$ cat config.mk
export PLATFORM = sky130hd
export DESIGN_NAME = singles_arbiter
export DESIGN_NICKNAME = d
export VERILOG_FILES = /design/src/rtl/singles_arbiter.sv
export SDC_FILE = /design/constraint.sdc
export NUM_CORES = 1
export LEC_CHECK = 0
export ABC_AREA = 1
export CORE_AREA = 10 10 270 272
export DETAILED_ROUTE_END_ITERATION = 7
export DIE_AREA = 0 0 280 282
export PLACE_DENSITY_LB_ADDON = 0.25
export SYNTH_ARGS = -nofsm -noshare
export SYNTH_HDL_FRONTEND = slang
export SYNTH_SLANG_ARGS = --single-unit
$ cat constraint.sdc
create_clock -name clk -period 3.1 [get_ports clk]
set_input_delay 0.31 -clock clk [delete_from_list [all_inputs] [get_ports clk]]
set_output_delay 0.31 -clock clk [all_outputs]
set_load 0.02 [all_outputs]
$ cat src/rtl/singles_arbiter.sv
// singles_arbiter: merges per-block single-event words into one output
// stream with round-robin arbitration, and inserts time-tag words on each
// period_done. A pending tag is held back while any block reports stall, so
// events that straddle a period boundary reach the link ahead of the tag.
module singles_arbiter #(
   parameter int NBLK      = 4,
   parameter int DATA_BITS = 128
) (
   input  logic                      clk,
   input  logic                      rst_n,
   input  logic [NBLK-1:0]           in_valid,
   input  logic [NBLK*DATA_BITS-1:0] in_data,
   input  logic [NBLK-1:0]           in_stall,
   output logic [NBLK-1:0]           in_ready,
   input  logic                      period_done,
   output logic                      out_valid,
   output logic [DATA_BITS-1:0]      out_data,
   input  logic                      out_ready,
   output logic [47:0]               tt_count,
   output logic                      tt_overrun,
   output logic [15:0]               tt_lost
);

   localparam int              PTR_W  = (NBLK > 1) ? $clog2(NBLK) : 1;
   localparam logic [PTR_W:0]  NBLK_W = (PTR_W+1)'(NBLK);
   localparam logic [PTR_W:0]  ONE_W  = (PTR_W+1)'(1);

   // state
   logic                 out_valid_q, out_valid_d;
   logic [DATA_BITS-1:0] out_data_q,  out_data_d;
   logic [PTR_W-1:0]     ptr_q,       ptr_d;
   logic                 pend_q,      pend_d;
   logic [47:0]          tag_q,       tag_d;
   logic [47:0]          cnt_q,       cnt_d;
   logic                 ovr_q,       ovr_d;
   logic [15:0]          lost_q,      lost_d;

   // arbitration wires
   logic                 slot_free;
   logic                 tag_elig;
   logic                 load_tag;
   logic                 load_blk;
   logic                 any_valid;
   logic [2*NBLK-1:0]    vld_dbl;
   logic [NBLK-1:0]      vld_rot;
   logic [PTR_W-1:0]     gnt_off;
   logic [PTR_W:0]       gnt_sum;
   logic [PTR_W-1:0]     gnt_idx;
   logic [PTR_W:0]       gnt_nxt;
   logic [DATA_BITS-1:0] gnt_data;
   logic [DATA_BITS-1:0] tag_word;
   logic [NBLK-1:0]      ready_raw;

   // Round-robin search: rotate valids so the pointer sits at bit 0, take the
   // lowest set bit, then map the offset back to an absolute block index.
   always_comb begin
      vld_dbl   = {in_valid, in_valid} >> ptr_q;
      vld_rot   = vld_dbl[NBLK-1:0];
      any_valid = |in_valid;
      gnt_off   = '0;
      for (int i = NBLK-1; i >= 0; i--) begin
         if (vld_rot[i]) gnt_off = PTR_W'(i);
      end
      gnt_sum = {1'b0, ptr_q} + {1'b0, gnt_off};
      if (gnt_sum >= NBLK_W) gnt_sum = gnt_sum - NBLK_W;
      gnt_idx = gnt_sum[PTR_W-1:0];
      gnt_nxt = {1'b0, gnt_idx} + ONE_W;
      if (gnt_nxt >= NBLK_W) gnt_nxt = '0;
   end

   // Select the granted block's word.
   always_comb begin
      gnt_data = '0;
      for (int k = 0; k < NBLK; k++) begin
         if (gnt_idx == PTR_W'(k)) gnt_data = in_data[k*DATA_BITS +: DATA_BITS];
      end
   end

   // Load decision: an eligible tag always beats block traffic.
   always_comb begin
      slot_free = ~out_valid_q | out_ready;
      tag_elig  = pend_q & ~(|in_stall);
      load_tag  = slot_free & tag_elig;
      load_blk  = slot_free & ~tag_elig & any_valid;
      tag_word  = {5'b11111, 1'b0, {(DATA_BITS-54){1'b0}}, tag_q};
      ready_raw = '0;
      if (load_blk) ready_raw = NBLK'(1) << gnt_idx;
   end

   // Accept is gated by reset so no block sees a handshake while held in reset.
   assign in_ready = ready_raw & {NBLK{rst_n}};

   // Output register and round-robin pointer.
   always_comb begin
      out_valid_d = out_valid_q;
      out_data_d  = out_data_q;
      ptr_d       = ptr_q;
      if (load_tag) begin
         out_valid_d = 1'b1;
         out_data_d  = tag_word;
      end else if (load_blk) begin
         out_valid_d = 1'b1;
         out_data_d  = gnt_data;
         ptr_d       = gnt_nxt[PTR_W-1:0];
      end else if (slot_free) begin
         out_valid_d = 1'b0;
      end
   end

   // Period counter and tag bookkeeping. A tag loaded in the same cycle as a
   // new period_done makes room for the new one, so that is not an overrun.
   always_comb begin
      cnt_d  = cnt_q + {47'd0, period_done};
      pend_d = pend_q & ~load_tag;
      tag_d  = tag_q;
      ovr_d  = ovr_q;
      lost_d = lost_q;
      if (period_done) begin
         pend_d = 1'b1;
         tag_d  = cnt_d;
         if (pend_q && !load_tag) begin
            ovr_d = 1'b1;
            if (lost_q != 16'hFFFF) lost_d = lost_q + 16'd1;
         end
      end
   end

   // State registers; reset also discards any word sitting in the output slot.
   always_ff @(posedge clk or negedge rst_n) begin
      if (!rst_n) begin
         out_valid_q <= 1'b0;
         out_data_q  <= '0;
         ptr_q       <= '0;
         pend_q      <= 1'b0;
         tag_q       <= '0;
         cnt_q       <= '0;
         ovr_q       <= 1'b0;
         lost_q      <= '0;
      end else begin
         out_valid_q <= out_valid_d;
         out_data_q  <= out_data_d;
         ptr_q       <= ptr_d;
         pend_q      <= pend_d;
         tag_q       <= tag_d;
         cnt_q       <= cnt_d;
         ovr_q       <= ovr_d;
         lost_q      <= lost_d;
      end
   end

   assign out_valid  = out_valid_q;
   assign out_data   = out_data_q;
   assign tt_count   = cnt_q;
   assign tt_overrun = ovr_q;
   assign tt_lost    = lost_q;

endmodule

==> results.toml <==
[status]
status = "finished with violations"
failed_checks = "negative setup slack"

[sta]
slew_viol_final = 0
fin_tns_setup_ns = -0.00632
hold_viol = 0
period_share = 1.00
period_needed_ns = 3.11
whs_ns = 0.0501
setup_violations = 1
rsz0062_at_grt = "true"
setup_ws_ns = -0.00632
tightest_slew_ns = 0.937
skew_ns = 0.0216
fmax_mhz = 322
max_slew_margin = 0.375

[floorplan]
initial_core_util = 0.211
pin_count = 722
core_area_mm2 = 0.0677
die-area_mm2 = 0.0790
die_width_um = 280
die_y_um = 282
num_rows = 96

[setup_path]
path_max_fanout = 8
startpoint_type = "flop"
arrival_ns = 2.80
path_class = "flop to output port"
rr_worst_depth = 18
slowest_delay_ns = 0.48
cp.required_ns = 2.79
cpMaxStageDelayCell = "dfrtp_2"
cpLargestDelayFamily = "buffers and inverters"
worst_setup_path_end_kind = "output port"
cp_num_cells = 13
crit_buf_inv = 5
crit_chain = "inv_4 > nand2_2 > nand3_1 > nand2_2 > a21boi_2 > ha_2 > buf_4 > ha_4 > buf_12 > buf_8 > nand2_1 > nor2_1 > buf_4"

[clocking]
clk_latency_ns = 0.54
cts_buffers = 35
clockBufferDepth = 3
cts_max_level = 2
cts_tree = "yes"
cts.clk_slew.worst_paths_ns = 0.06
clock_sink_count = 245
cts-root-buf = "clkbuf_16"

[finish]
seq_area_mm2 = 0.00613
finish.instance_area_mm2 = 0.0247
final_nets = 3190
multiInputGateArea_mm2 = 0.00763
area_delta_synth_final_pct = 72.5
post-route-util = 0.365
fillers = 7026
drive_gt1_frac = 0.0972

[synth]
ys.flop_type = "dfrtp_1"
syn_area_mm2 = 0.0143
synth-warning-count = 0
synthTopCellsByCount = "nand2_1 (633), dfrtp_1 (245), o21ai_0 (180)"
synth_cell_types = 38
synth_fp_nets = 2455
ys_async_sr_fraction = 1.00
yosysTopAreaCell = "dfrtp_1"
synthTopCellsByArea = "dfrtp_1 (43%), nand2_1 (17%), a22oi_1 (6.4%), o21ai_0 (6.3%), nor2_1 (4.7%)"
synth_top_area_share = 0.428
synthCells = 1923
ys_seq_elements = 245
synth_edf_count = 0
synth_most_common_cell = "nand2_1"
syn_area_per_cell_um2 = 7.45
seq_area_frac_synth = 0.428

[routing]
dr_total_vias = 17000
wire_per_inst_um = 25.9
first_pass_iters = 5
dr.first_iter.drc_count = 1271
drt_wl_total_um = 92400
viasPerCell = 4.76
drc = 0
ant_nets = 0

[grt]
gr-total-overflow = 0
grt_pass1_vias = 17400
grt_pass1_wl_um = 129000
grt_max_degree = 141
antenna_found_initial = 12
grt_usage = 0.221

[place]
dpl-instance-area_mm2 = 0.0230
dp_hpwl_um = 73500
routabilityCongestion = 0.993
place_ws_ns = -0.629
port_buffers = 721

[hold_path]
hold_class = "input pin to async pin"

[job]
max_cap_violations = 0

[power_and_ir_drop]
irDropWorstVdd_uv = 1090
power.density_mw_per_mm2 = 1200
p_leak_nw = 10.4
==> layout make-up <==
cell class | count | share of cell area
clock buffers | 48 | 0.0407
inverters | 57 | 0.00907
clock inverters | 15 | 0.00927
diodes | 6 | 0.000608
well taps | 882 | 0.0447
flip-flops and latches | 245 | 0.248
repair buffers | 826 | 0.338
multi-input cells | 1493 | 0.309
==> through the flow <==
step / instances / total power, mW
after global routing: 3571 / 31.8
after global placement: 3487 / 23.7
final: 3572 / 29.7
after detailed placement: 3487 / 23.9
after CTS: 3557 / 28.9
after floorplan: 1923 / 14.6
==> what timing repair did <==
action | CTS | global route
pin swaps | 6 | 10
cloned | 2 | 3
setup endpoints to repair | 41 | 85
endpoints found under the hold margin | 16 | 0
gates resized for setup | 39 | 63
buffers inserted | 3 | 6
hold buffers | 2 | 0
==> cell usage in the layout (no fill, tap or decap), types with 6 or more instances in the layout <==
cell	n
dfrtp_1	244
buf_12	19
buf_4	79
inv_1	45
xnor2_2	6
nand3_1	81
nor2_4	12
xnor2_1	18
nand2_2	15
nor2_1	178
o21ai_2	7
xor2_1	18
clkdlybuf4s50_1	715
nand4_1	17
clkbuf_16	38
a21oi_1	87
o211ai_1	75
inv_2	9
a22oi_1	118
o21ai_1	38
clkbuf_8	8
o21ai_0	140
clkinv_2	6
nand2_1	623
nand3_2	10
diode_2	6
==> state kept, by name, indices dropped and copies added, names as in the netlist <==
name        count
out_data      128
tag_q          48
tt_count       48
tt_lost        16
ptr_q           2
out_valid       1
pend_q          1
tt_overrun      1
==> final timing paths <==
kind	startpoint	endpoint	slack [ns]
max	ptr_q[0]	in_ready[1]	-0.006
min	rst_n	out_data[71]	0.05
max reg2reg	ptr_q[0]	out_data[4]	0.08
min reg2reg	tt_overrun	tt_overrun	0.47
max in group asynchronous	rst_n	out_data[78]	1.55
min in group clk	period_done	tt_count[0]	0.05
==> cell families (layout without fill, tap and decap cells) <==
kind of cell	after synthesis	count (layout)	synth area share
compound gates	479	479	0.203
xor+xnor	44	44	0.0311
fa+ha+maj	8	8	0.00699
buf+inv	185	946	0.0533
flops	245	245	0.428
other cells	0	6	0
simple gates	962	962	0.278
==> metal layers <==
layer / global-route usage / routed length [um] / vias up
met5: 0 / 57 / -
met4: 0.0769 / 2940 / 10
met3: 0.0693 / 7630 / 120
met2: 0.357 / 43200 / 610
met1: 0.274 / 38600 / 8284
li1: - / - / 7983
==> where the power goes <==
| group | switching, mW | internal, mW | leakage (nW) |
|---|---|---|---|
| Combinational | 12.0 | 8.37 | 6.62 |
| Clock | 1.64 | 2.70 | 0.607 |
| Sequential | 0.705 | 4.22 | 3.17 |
| Total | 14.4 | 15.3 | 10.4 |
No activity file was read; power rests on OpenSTA's default activity.
